File: src/rtl/lcd_pkg.sv
// Shared types for the LCD panel command/stream sequencer: opcodes, FSM states
// and the command-ROM entry format.
package lcd_pkg;

   localparam logic [7:0] CMD_SWRESET = 8'h01;
   localparam logic [7:0] CMD_SLPOUT  = 8'h11;
   localparam logic [7:0] CMD_COLMOD  = 8'h3A;
   localparam logic [7:0] CMD_MADCTL  = 8'h36;
   localparam logic [7:0] CMD_INVON   = 8'h21;
   localparam logic [7:0] CMD_NORON   = 8'h13;
   localparam logic [7:0] CMD_DISPON  = 8'h29;
   localparam logic [7:0] CMD_CASET   = 8'h2A;
   localparam logic [7:0] CMD_RASET   = 8'h2B;
   localparam logic [7:0] CMD_RAMWR   = 8'h2C;

   localparam logic [7:0] COLMOD_16BPP = 8'h55;
   localparam logic [7:0] MADCTL_DEF   = 8'h00;

   localparam logic [6:0] LAST_WORD = 7'd127;

   typedef enum logic [2:0] {
      IDLE,
      ISSUE,
      WAIT_ACK,
      WAIT_DONE,
      DELAY,
      STREAM_WAIT,
      DONE
   } state_t;

   typedef enum logic [1:0] {
      ACT_NONE,
      ACT_INIT,
      ACT_PX,
      ACT_STREAM
   } action_t;

   typedef struct packed {
      logic        dc;
      logic        wide;
      logic        delay_after;
      logic        last;
      logic [31:0] data;
   } seq_entry_t;

   function automatic seq_entry_t cmd_entry(input logic [7:0] op, input logic dly,
                                            input logic last);
      return '{dc: 1'b0, wide: 1'b0, delay_after: dly, last: last, data: {24'd0, op}};
   endfunction

   function automatic seq_entry_t data_entry(input logic [31:0] d, input logic wide,
                                             input logic last);
      return '{dc: 1'b1, wide: wide, delay_after: 1'b0, last: last, data: d};
   endfunction

endpackage

File: src/rtl/lcd_if_if.sv
// SPI-front side of the LCD sequencer: transfer word, width, D/C, start pulse,
// busy return and chip select. master = sequencer, slave = spi_front.
interface lcd_if_if;
   logic [31:0] spi_mosi;
   logic        spi_begin;
   logic        spi_wide;
   logic        spi_busy;
   logic        spi_cs;
   logic        lcd_data_cmd;

   modport master (
      output spi_mosi, spi_begin, spi_wide, spi_cs, lcd_data_cmd,
      input  spi_busy
   );

   modport slave (
      input  spi_mosi, spi_begin, spi_wide, spi_cs, lcd_data_cmd,
      output spi_busy
   );
endinterface

File: src/rtl/lcd_cmd_rom.sv
// Step index -> sequence entry for the panel init and pixel-window command
// sequences. Purely combinational.
module lcd_cmd_rom
   import lcd_pkg::*;
#(
   parameter int RES = 240
) (
   input  action_t    sel,
   input  logic [3:0] step,
   output seq_entry_t entry
);

   localparam logic [31:0] END_ADDR = {16'd0, 16'(RES - 1)};

   always_comb begin
      entry = '0;
      if (sel == ACT_PX) begin
         case (step)
            4'd0:    entry = cmd_entry(CMD_CASET, 1'b0, 1'b0);
            4'd1:    entry = data_entry(END_ADDR, 1'b1, 1'b0);
            4'd2:    entry = cmd_entry(CMD_RASET, 1'b0, 1'b0);
            4'd3:    entry = data_entry(END_ADDR, 1'b1, 1'b0);
            4'd4:    entry = cmd_entry(CMD_RAMWR, 1'b0, 1'b1);
            default: entry = '0;
         endcase
      end else begin
         case (step)
            4'd0:    entry = cmd_entry(CMD_SWRESET, 1'b1, 1'b0);
            4'd1:    entry = cmd_entry(CMD_SLPOUT, 1'b1, 1'b0);
            4'd2:    entry = cmd_entry(CMD_COLMOD, 1'b0, 1'b0);
            4'd3:    entry = data_entry({24'd0, COLMOD_16BPP}, 1'b0, 1'b0);
            4'd4:    entry = cmd_entry(CMD_MADCTL, 1'b0, 1'b0);
            4'd5:    entry = data_entry({24'd0, MADCTL_DEF}, 1'b0, 1'b0);
            4'd6:    entry = cmd_entry(CMD_INVON, 1'b0, 1'b0);
            4'd7:    entry = cmd_entry(CMD_NORON, 1'b0, 1'b0);
            4'd8:    entry = cmd_entry(CMD_DISPON, 1'b0, 1'b1);
            default: entry = '0;
         endcase
      end
   end

endmodule

File: src/rtl/lcd_if.sv
// LCD panel sequencer: runs init / pixel-window command sequences from a ROM,
// or streams 128 host words, driving one spi_front transfer at a time.
module lcd_if
   import lcd_pkg::*;
#(
   parameter int RES          = 240,
   parameter int DELAY_CYCLES = 16
) (
   input  logic              clk,
   input  logic              rst_n,
   input  logic              init,
   input  logic              px_stream_cmd,
   input  logic              stream_512B,
   input  logic              if_begin,
   output logic              if_busy,
   input  logic [31:0]       stream_data,
   input  logic              stream_trigger,
   output logic              stream_busy,
   lcd_if_if.master          spi,
   output state_t            fsm_state
);

   // Handshake to spi_front: transfer fields are held in cur_q from ISSUE until
   // the transfer retires; spi_begin is high only in ISSUE; spi_busy is ignored
   // for one cycle (WAIT_ACK) and the transfer retires when it is then seen low.

   state_t     state_q, state_d;
   action_t    act_q, act_d;
   logic [3:0] step_q, step_d;
   logic [6:0] cnt_q, cnt_d;
   logic [31:0] dly_q, dly_d;
   seq_entry_t cur_q;
   seq_entry_t rom_entry;
   logic       load_rom, load_stream, advance;

   lcd_cmd_rom #(.RES(RES)) u_rom (
      .sel   (act_d),
      .step  (step_d),
      .entry (rom_entry)
   );

   always_comb begin
      state_d     = state_q;
      act_d       = act_q;
      step_d      = step_q;
      cnt_d       = cnt_q;
      dly_d       = dly_q;
      load_rom    = 1'b0;
      load_stream = 1'b0;
      advance     = 1'b0;
      case (state_q)
         IDLE: begin
            if (if_begin) begin
               if (init) begin
                  act_d    = ACT_INIT;
                  state_d  = ISSUE;
                  load_rom = 1'b1;
               end else if (px_stream_cmd) begin
                  act_d    = ACT_PX;
                  state_d  = ISSUE;
                  load_rom = 1'b1;
               end else if (stream_512B) begin
                  act_d   = ACT_STREAM;
                  state_d = STREAM_WAIT;
               end
            end
         end
         ISSUE:    state_d = WAIT_ACK;
         WAIT_ACK: state_d = WAIT_DONE;
         WAIT_DONE: begin
            if (!spi.spi_busy) begin
               if (act_q == ACT_STREAM) begin
                  if (cnt_q == LAST_WORD) begin
                     state_d = DONE;
                  end else begin
                     cnt_d   = cnt_q + 7'd1;
                     state_d = STREAM_WAIT;
                  end
               end else if (cur_q.delay_after) begin
                  dly_d   = '0;
                  state_d = DELAY;
               end else begin
                  advance = 1'b1;
               end
            end
         end
         DELAY: begin
            if (dly_q == 32'(DELAY_CYCLES - 1)) advance = 1'b1;
            else dly_d = dly_q + 32'd1;
         end
         STREAM_WAIT: begin
            if (stream_trigger) begin
               load_stream = 1'b1;
               state_d     = ISSUE;
            end
         end
         DONE: begin
            state_d = IDLE;
            act_d   = ACT_NONE;
            step_d  = '0;
            cnt_d   = '0;
            dly_d   = '0;
         end
         default: state_d = IDLE;
      endcase

      if (advance) begin
         if (cur_q.last) begin
            state_d = DONE;
         end else begin
            step_d   = step_q + 4'd1;
            load_rom = 1'b1;
            state_d  = ISSUE;
         end
      end
   end

   always_ff @(posedge clk or negedge rst_n) begin
      if (!rst_n) begin
         state_q <= IDLE;
         act_q   <= ACT_NONE;
         step_q  <= '0;
         cnt_q   <= '0;
         dly_q   <= '0;
         cur_q   <= '0;
      end else begin
         state_q <= state_d;
         act_q   <= act_d;
         step_q  <= step_d;
         cnt_q   <= cnt_d;
         dly_q   <= dly_d;
         if (load_rom) begin
            cur_q <= rom_entry;
         end else if (load_stream) begin
            cur_q <= '{dc: 1'b1, wide: 1'b1, delay_after: 1'b0, last: 1'b0,
                       data: stream_data};
         end
      end
   end

   assign if_busy          = (state_q != IDLE) && (state_q != DONE);
   assign stream_busy      = (act_q == ACT_STREAM) &&
                             (state_q inside {ISSUE, WAIT_ACK, WAIT_DONE});
   assign spi.spi_cs       = !if_busy;
   assign spi.spi_begin    = (state_q == ISSUE);
   assign spi.spi_mosi     = cur_q.data;
   assign spi.spi_wide     = cur_q.wide;
   assign spi.lcd_data_cmd = cur_q.dc;
   assign fsm_state        = state_q;

endmodule

File: src/flat_wrapper.sv
// flat-port wrapper written by rule: the top's interface ports become plain ports
module lcd_if_flat import lcd_pkg::*;
#(
   parameter int RES          = 240,
   parameter int DELAY_CYCLES = 16
)
  (clk, rst_n, init, px_stream_cmd, stream_512B, if_begin, if_busy, stream_data, stream_trigger, stream_busy, fsm_state, spi_spi_mosi, spi_spi_begin, spi_spi_wide, spi_spi_cs, spi_lcd_data_cmd, spi_spi_busy);
  lcd_if_if spi_i ();
  input  logic clk;
  input  logic rst_n;
  input  logic init;
  input  logic px_stream_cmd;
  input  logic stream_512B;
  input  logic if_begin;
  output logic if_busy;
  input  logic [31:0] stream_data;
  input  logic stream_trigger;
  output logic stream_busy;
  output state_t fsm_state;
  output wire logic [$bits(spi_i.spi_mosi)-1:0] spi_spi_mosi;
  output wire logic [$bits(spi_i.spi_begin)-1:0] spi_spi_begin;
  output wire logic [$bits(spi_i.spi_wide)-1:0] spi_spi_wide;
  output wire logic [$bits(spi_i.spi_cs)-1:0] spi_spi_cs;
  output wire logic [$bits(spi_i.lcd_data_cmd)-1:0] spi_lcd_data_cmd;
  input wire logic [$bits(spi_i.spi_busy)-1:0] spi_spi_busy;
  assign spi_spi_mosi = spi_i.spi_mosi;
  assign spi_spi_begin = spi_i.spi_begin;
  assign spi_spi_wide = spi_i.spi_wide;
  assign spi_spi_cs = spi_i.spi_cs;
  assign spi_lcd_data_cmd = spi_i.lcd_data_cmd;
  assign spi_i.spi_busy = spi_spi_busy;
  lcd_if #(.RES(RES), .DELAY_CYCLES(DELAY_CYCLES)) u_core (.clk(clk), .rst_n(rst_n), .init(init), .px_stream_cmd(px_stream_cmd), .stream_512B(stream_512B), .if_begin(if_begin), .if_busy(if_busy), .stream_data(stream_data), .stream_trigger(stream_trigger), .stream_busy(stream_busy), .spi(spi_i), .fsm_state(fsm_state));
endmodule
File: config.mk
export PLATFORM = sky130hd
export DESIGN_NAME = lcd_if_flat
export DESIGN_NICKNAME = d
export VERILOG_FILES = /design/src/rtl/lcd_pkg.sv /design/src/rtl/lcd_if_if.sv /design/src/rtl/lcd_cmd_rom.sv /design/src/rtl/lcd_if.sv /design/src/flat_wrapper.sv
export SDC_FILE = /design/constraint.sdc
export NUM_CORES = 1
export LEC_CHECK = 0
export ABC_AREA = 1
export BUFFER_PORTS_ARGS = -buffer_cell sky130_fd_sc_hd__buf_4
export CORE_ASPECT_RATIO = 0.7
export CORE_MARGIN = 8
export CORE_UTILIZATION = 30
export DETAILED_ROUTE_END_ITERATION = 16
export GPL_ROUTABILITY_DRIVEN = 0
export HOLD_SLACK_MARGIN = 0.1
export PLACE_DENSITY = 0.59
export SLEW_MARGIN = 20
export SYNTH_ARGS = -nofsm -noshare
export SYNTH_HDL_FRONTEND = slang
export SYNTH_SLANG_ARGS = --single-unit
File: constraint.sdc
create_clock -name clk -period 3.6 [get_ports clk]
set_input_delay 0 -clock clk [delete_from_list [all_inputs] [get_ports clk]]
set_output_delay 0 -clock clk [all_outputs]
set_load 0.005 [all_outputs]
==> results.ini, run 1 <==
[power_and_ir_drop]
switching_share=0.400
seqPwrFrac=0.331
powerDensity_nw_per_um2=744
p_total_uw=4750
combPwrFrac=0.435
clkPwrFrac=0.234
leakage_uw=0.00297
peakVddDrop_uv=220
p_int_uw=2850
switchingPower_uw=1900

[global_routing]
grt_max_degree=70
grt_pass1_wl_um=22400
grt_usage=0.129
overflow=0
antenna_found_initial=0
grt_pass1_vias=4259

[timing]
post-route-min-period_ps=3130
finalSetupViolCount=0
skew_ps=9.85
min_period_over_period=0.870
fin_setup_tns_ps=0
slew_headroom=0.399
finalMaxSlewViolations=0
whs_ps=223
fmax_mhz=319
hold_viol=0
worst_slew_pin_slew_ps=901
worst_slack_ps=469
rsz0062_at_grt=no

[setup_path]
cp.required_ps=3830
cp_slowest_cell=o21ai_0
max_stage_delay_ps=470
path_max_fanout=11
critPathKind=register to register
crit_arrival_ps=3360
crit-reg2reg-launch=u_core.dly_q[0]
start_kind=register
crit_path_start=u_core.dly_q[0]
crit_chain=ha_1, nand3_1, nor2_1, nand2_2, nor2_2, nand2_2, nand2_4, o21ai_0, inv_1, ha_1, or2_2, nor2_1, nor2_1, nand2_2, nand2_1, a21boi_1, nand2_1
worstSetupEndpointType=register

[worst_hold_path]
worstHoldStart=px_stream_cmd
hold_path_class=primary input to register

[logic_synthesis]
yosysWarnings=0
synth_xor_area_frac=0.0329
syn_area_um2=5060
synth_top_family_by_area=simple AND/OR/NAND/NOR gates
synthCells=626
synth_cell_type_count=42
synth_seq_cells=84
ys.flop_type=dfrtp_1
synth.net_count=674
synthAdderAreaFrac=0.0198
synth-edff-count=0
synthSimpleGateAreaFrac=0.287
ys_seq_area_frac=0.416
synthMuxAreaShare=0
syn_area_per_cell_um2=8.08
synth_compound_area_frac=0.130
async_reset_ff_frac=1.00

[placed_design]
dp_slack_ps=513
dpl.hpwl_um=9910
numPortBuffers=80

[floorplan]
io-pin-count=81
fp.dieW_um=171
initial_core_util=0.308
design.core.area_um2=16400
num_rows=39
die_y_um=125
fp.dieArea_um2=21300

[detailed_routing]
drt_first_pass_iters=6
antenna_left=0
route.detailed.drc=0
routed_wl_um=13600
via_per_inst=4.68
vias=4430
wl_per_cell_um=14.4
drt_iter0_markers=475

[final_layout]
fin_nets=764
diodes=0
drive_gt1_frac=0.202
areaGrowthSynthToFinish_pct=26.4
finish.utilization=0.390
mostFrequentLayoutCell=nand2_1
seqCellArea_um2=2100
final_cell_mix=nand2_1 (123), buf_4 (85), dfrtp_1 (84)
multi_input_area_um2=2370
fillers=1673

[clocking]
cts.htree.levels=3
root_buffer=clkbuf_16
cts_sinks=84
clk_pin_slew_ps=60
clk_latency_ps=340
cts-buffers-inserted=9
ctsResizeCount=0
cts_buffer_depth=2
cts_tree=built

[status]
status=completed

[job]
max_cap_viol_count=0

registers in the layout, indices dropped and copies added (netlist names):
name                     count
u_core.dly_q                32
u_core.spi.spi_mosi         32
u_core.cnt_q                 7
u_core.step_q                4
u_core.fsm_state             3
u_core.act_q                 2
u_core.cur_q                 2
u_core.spi.lcd_data_cmd      1
u_core.spi.spi_wide          1
critical path, delay by kind of cell, from the launching register on:
family	cells	cell delay, ps
simple gates	12	1260
compound gates	2	610
fa+ha+maj	2	570
flops	1	380
buf+inv	1	200
power groups by stage:
stage | registers, uW | clock network [uW] | logic, uW
4_1_cts | 1570 | 1140 | 2070
2_1_floorplan | 1490 | 0 | 1560
6_report | 1570 | 1110 | 2070
5_1_grt | 1620 | 1170 | 2320
3_5_place_dp | 1580 | 0 | 2010
3_3_place_gp | 1580 | 0 | 2010
through the flow:
step                      instance area [um^2]  instances
after floorplan                           5060        626
after global placement                    5640        890
after detailed placement                  5640        890
after CTS                                 6390        946
after global routing                      6390        946
final                                     6390        946
kinds of logic after synthesis:
| family | after synthesis |
|---|---|
| AND/OR/NAND/NOR | 308 |
| buffers and inverters | 110 |
| AO/OA/AOI/OAI | 97 |
| flip-flops | 84 |
| XOR/XNOR | 19 |
| adder cells (fa/ha/maj) | 8 |
final timing paths:
path / endpoint / slack (ps) / cells past startpoint
setup / recovery: u_core.spi.spi_mosi[5] / 470 / 17
min in group asynchronous: u_core.dly_q[20] / 340 / 2
hold / removal: u_core.fsm_state[2] / 220 / 6
setup reg to reg: u_core.spi.spi_mosi[5] / 470 / 17
max in group asynchronous: u_core.cnt_q[4] / 2490 / 3
hold reg to reg: u_core.spi.spi_mosi[2] / 480 / 2
metal layers:
layer	global-route usage	share of wire	up-vias
met4	0.0316	0.0060	0
met5	0	0	-
met3	0.0222	0.042	5
met2	0.195	0.44	108
met1	0.187	0.51	2092
li1	-	-	2225
synthesized netlist by cell type (all sizes together), types with 5 or more instances:
cell type | count | area [um^2]
nand2 | 140 | 598
nor2 | 88 | 380
dfrtp | 84 | 2100
inv | 64 | 240
buf | 43 | 330
nand3 | 30 | 163
o21ai | 27 | 165
a22o | 25 | 219
nor3 | 22 | 115
a21oi | 19 | 95.1
nand4 | 18 | 119
xor2 | 18 | 158
o22ai | 12 | 75.1
ha | 8 | 100
o21a | 5 | 37.5
cell type report:
cell class,instances,share of cell area
Multi-Input combinational cell,432,0.372
Sequential cell,84,0.329
Timing Repair Buffer,125,0.163
Tap cell,225,0.0441
Inverter,64,0.0376
Clock buffer,9,0.0352
Clock inverter,7,0.0200
repair_timing:
item,in CTS,in global routing
endpoints found under the hold margin,105,0
setup buffers,0,0
hold buffers,40,0
Note: power is estimated with default switching activity, not from simulation.
==> run 2, diff against run 1 <==
--- a/config.mk
+++ b/config.mk
@@ -5,7 +5,6 @@
 export SDC_FILE = /design/constraint.sdc
 export NUM_CORES = 1
 export LEC_CHECK = 0
-export ABC_AREA = 1
 export BUFFER_PORTS_ARGS = -buffer_cell sky130_fd_sc_hd__buf_4
 export CORE_ASPECT_RATIO = 0.7
 export CORE_MARGIN = 8
==> run 2 against run 1 <==
Net effect: routed wire length down 4.3%; fmax down 8.8%; sequential share of layout area up 1.6 points; sequential power down 10%; clock power down 21%; worst setup slack worse by 300 ps; critical path depth down 4; first-iteration DRC count down 8.6%; synthesized area down 3.7%; synthesized cell count down 9.6%; hold slack worse by 86 ps; largest cell class unchanged; largest power group unchanged.
==> results.ini, run 2 <==
[floorplan]
io-pin-count=81  ; unchanged
design.core.area_um2=16100  ; was 16,400 um^2
die_y_um=123  ; was 125 um
fp.dieArea_um2=20600  ; was 21,300 um^2
num_rows=39  ; unchanged
fp.dieW_um=168  ; was 171 um
initial_core_util=0.302  ; was 0.308

[logic_synthesis]
syn_area_per_cell_um2=8.60  ; was 8.08 um^2
synth-edff-count=0  ; unchanged
yosysWarnings=0  ; unchanged
synthCells=566  ; was 626
synthTopCellsByCount=nand2_1 (95), dfrtp_1 (84), nor2_1 (51)  ; was nand2_1 (123), dfrtp_1 (84), nor2_1 (78)
netlist_top_cells_area=dfrtp_1 (43%), nand2_1 (7.3%), buf_4 (5.1%)  ; was dfrtp_1 (42%), nand2_1 (9.1%), nor2_1 (5.8%)
synth.net_count=614  ; was 674
syn_area_um2=4870  ; was 5060 um^2
synth_most_common_cell=nand2_1  ; unchanged
synth_top_cell_area_share=0.432  ; was 0.416
synth_top_cell_by_area=dfrtp_1  ; unchanged
ys.flop_type=dfrtp_1  ; unchanged
async_reset_ff_frac=1.00  ; unchanged
ys_seq_area_frac=0.432  ; was 0.416
synth_cell_type_count=60  ; was 42
synth_seq_cells=84  ; unchanged

[global_routing]
grt_usage=0.127  ; was 0.129
grt_max_degree=57  ; was 70
grt_pass1_wl_um=21400  ; was 22,400 um
overflow=0  ; unchanged
grt_pass1_vias=4177  ; was 4,259
antenna_found_initial=0  ; unchanged

[clocking]
cts_sinks=84  ; unchanged
cts-buffers-inserted=9  ; unchanged
cts_tree=built  ; unchanged
clk_latency_ps=340  ; about the same
clk_pin_slew_ps=60  ; about the same
root_buffer=clkbuf_16  ; unchanged
post_cts_buffers=0  ; unchanged
cts_buffer_depth=2  ; unchanged
cts.htree.levels=3  ; unchanged

[final_layout]
mostFrequentLayoutCell=nand2_1  ; unchanged
finish.utilization=0.379  ; was 0.390
areaGrowthSynthToFinish_pct=25.4  ; was 26.4%
final_cell_mix=nand2_1 (95), buf_4 (94), dfrtp_1 (83)  ; was nand2_1 (123), buf_4 (85), dfrtp_1 (84)
design_area_um2=6100  ; was 6390 um^2
fin_nets=692  ; was 764
diodes=0  ; unchanged
drive_gt1_frac=0.196  ; was 0.202

[setup_path]
crit_arrival_ps=3670  ; was 3360 ps
critPathKind=register to register  ; unchanged
cp_slowest_cell=or4_4  ; was o21ai_0
crit_chain=ha_2, nor4b_4, nand4_1, or4_4, and2_4, and3_1, or2_2, inv_1, ha_4, or3_1, o21ai_0, a2111o_1, o311ai_1  ; was ha_1, nand3_1, nor2_1, nand2_2, nor2_2, nand2_2, nand2_4, o21ai_0, inv_1, ha_1, or2_2, nor2_1, nor2_1, nand2_2, nand2_1, a21boi_1, nand2_1
worstSetupEndpointType=register  ; unchanged
max_stage_delay_ps=500  ; was 470 ps
start_kind=register  ; unchanged
path_max_fanout=8  ; was 11
cp.required_ps=3840  ; was 3830 ps

[detailed_routing]
drt_iter0_markers=434  ; was 475
drt_first_pass_iters=5  ; was 6
route.detailed.drc=0  ; unchanged
vias=4270  ; was 4,430
via_per_inst=5.00  ; was 4.68
routed_wl_um=13000  ; was 13,600 um
wl_per_cell_um=15.2  ; was 14.4 um
antenna_left=0  ; unchanged

[timing]
worst_slew_pin_slew_ps=1060  ; was 901 ps
fmax_mhz=291  ; was 319 MHz
finalMaxSlewViolations=0  ; unchanged
hold_viol=0  ; unchanged
post-route-min-period_ps=3430  ; was 3130 ps
min_period_over_period=0.953  ; was 0.870
finalSetupViolCount=0  ; unchanged
skew_ps=6.62  ; was 9.85 ps
fin_setup_tns_ps=0  ; unchanged
slew_headroom=0.293  ; was 0.399
rsz0062_at_grt=no  ; unchanged
worst_slack_ps=168  ; was 469 ps

[placed_design]
dp_slack_ps=-22.2  ; was 513 ps
dpl.hpwl_um=9140  ; was 9910 um
placed_area_um2=5460  ; was 5640 um^2
numPortBuffers=80  ; unchanged

[status]
status=completed  ; unchanged

[power_and_ir_drop]
powerDensity_nw_per_um2=651  ; was 744 nW/um^2
peakVddDrop_uv=261  ; was 220 uV
leakage_uw=0.00271  ; was 0.00297 uW

[worst_hold_path]
hold_path_class=primary input to register  ; unchanged

[job]
max_cap_viol_count=0  ; unchanged

==> run 2: changes by cell type after synthesis, sizes merged, moves of 18 or more <==
| cell | delta |
|---|---|
| nor2 | -37 |
| a21oi | +21 |
| nand2 | -45 |
| clkbuf | +18 |
| xnor2 | +22 |
| inv | -45 |
| a22o | -25 |
==> run 2: metal layers <==
metal | routed length [um] | part of all wire | GRT usage | vias to the layer above
met1 | 6160 | 0.47 | 0.172 | 2050
met2 | 5940 | 0.46 | 0.191 | 114
met3 | 674 | 0.052 | 0.0283 | 22
li1 | - | - | - | 2084
met4 | 248 | 0.019 | 0.0573 | 0
met5 | 0 | 0 | 0 | -
==> run 2: cell type report <==
type	instances	area, um^2
sequential	84	2100
clock inverter	3	21.3
tap	205	256
inverter	20	78.8
timing repair buffer	127	1040
multi-input combinational	402	2350
fill	1626	10000
clock buffer	13	260
==> run 2: power by group <==
group          total, uW  leakage, uW  internal (uW)  switching, uW
clock                880     0.000136            506            374
sequential          1410      0.00113           1200            209
combinational       1680      0.00144            782            902
total               3980      0.00271           2490           1490
==> run 2: timing repair <==
| action | CTS | global route |
|---|---|---|
| pin swaps | 0 | 2 |
| endpoints found under the setup margin | 2 | 5 |
| endpoints found under the hold margin | 87 | 0 |
| hold buffers | 33 | 0 |
| gates resized for setup | 2 | 6 |
==> run 2: final timing paths <==
kind,start,end,slack [ps],cells after the start
setup / recovery,u_core.dly_q[0],u_core.spi.spi_mosi[3],170,13
max in group asynchronous,rst_n,u_core.fsm_state[1],2450,3
setup reg to reg,u_core.dly_q[0],u_core.spi.spi_mosi[3],170,13
hold / removal,stream_data[5],u_core.spi.spi_mosi[5],140,5
hold reg to reg,u_core.dly_q[3],u_core.dly_q[3],490,1
min in group asynchronous,rst_n,u_core.dly_q[14],270,2
==> run 2: cells by family after synthesis <==
logic type	share of synthesized area
AND/OR/NAND/NOR	0.249
AO/OA/AOI/OAI	0.140
flip-flops	0.432
buffers and inverters	0.0925
XOR/XNOR	0.0504
multiplexers	0.0164
adder cells (fa/ha/maj)	0.0206
==> run 2: critical path, delay by kind of cell, from the launching register on <==
kind	cells	cell delay, ps
fa+ha+maj	2	430
buf+inv	1	150
flops	1	390
simple gates	7	1750
compound gates	3	610
==> run 2: stage by stage <==
stage	hold slack, ps	power [uW]	cells
after floorplan	-296	2580	566
after global placement	118	3040	805
after detailed placement	115	3070	805
after CTS	125	4010	854
after global routing	185	4270	854
final	137	3980	854
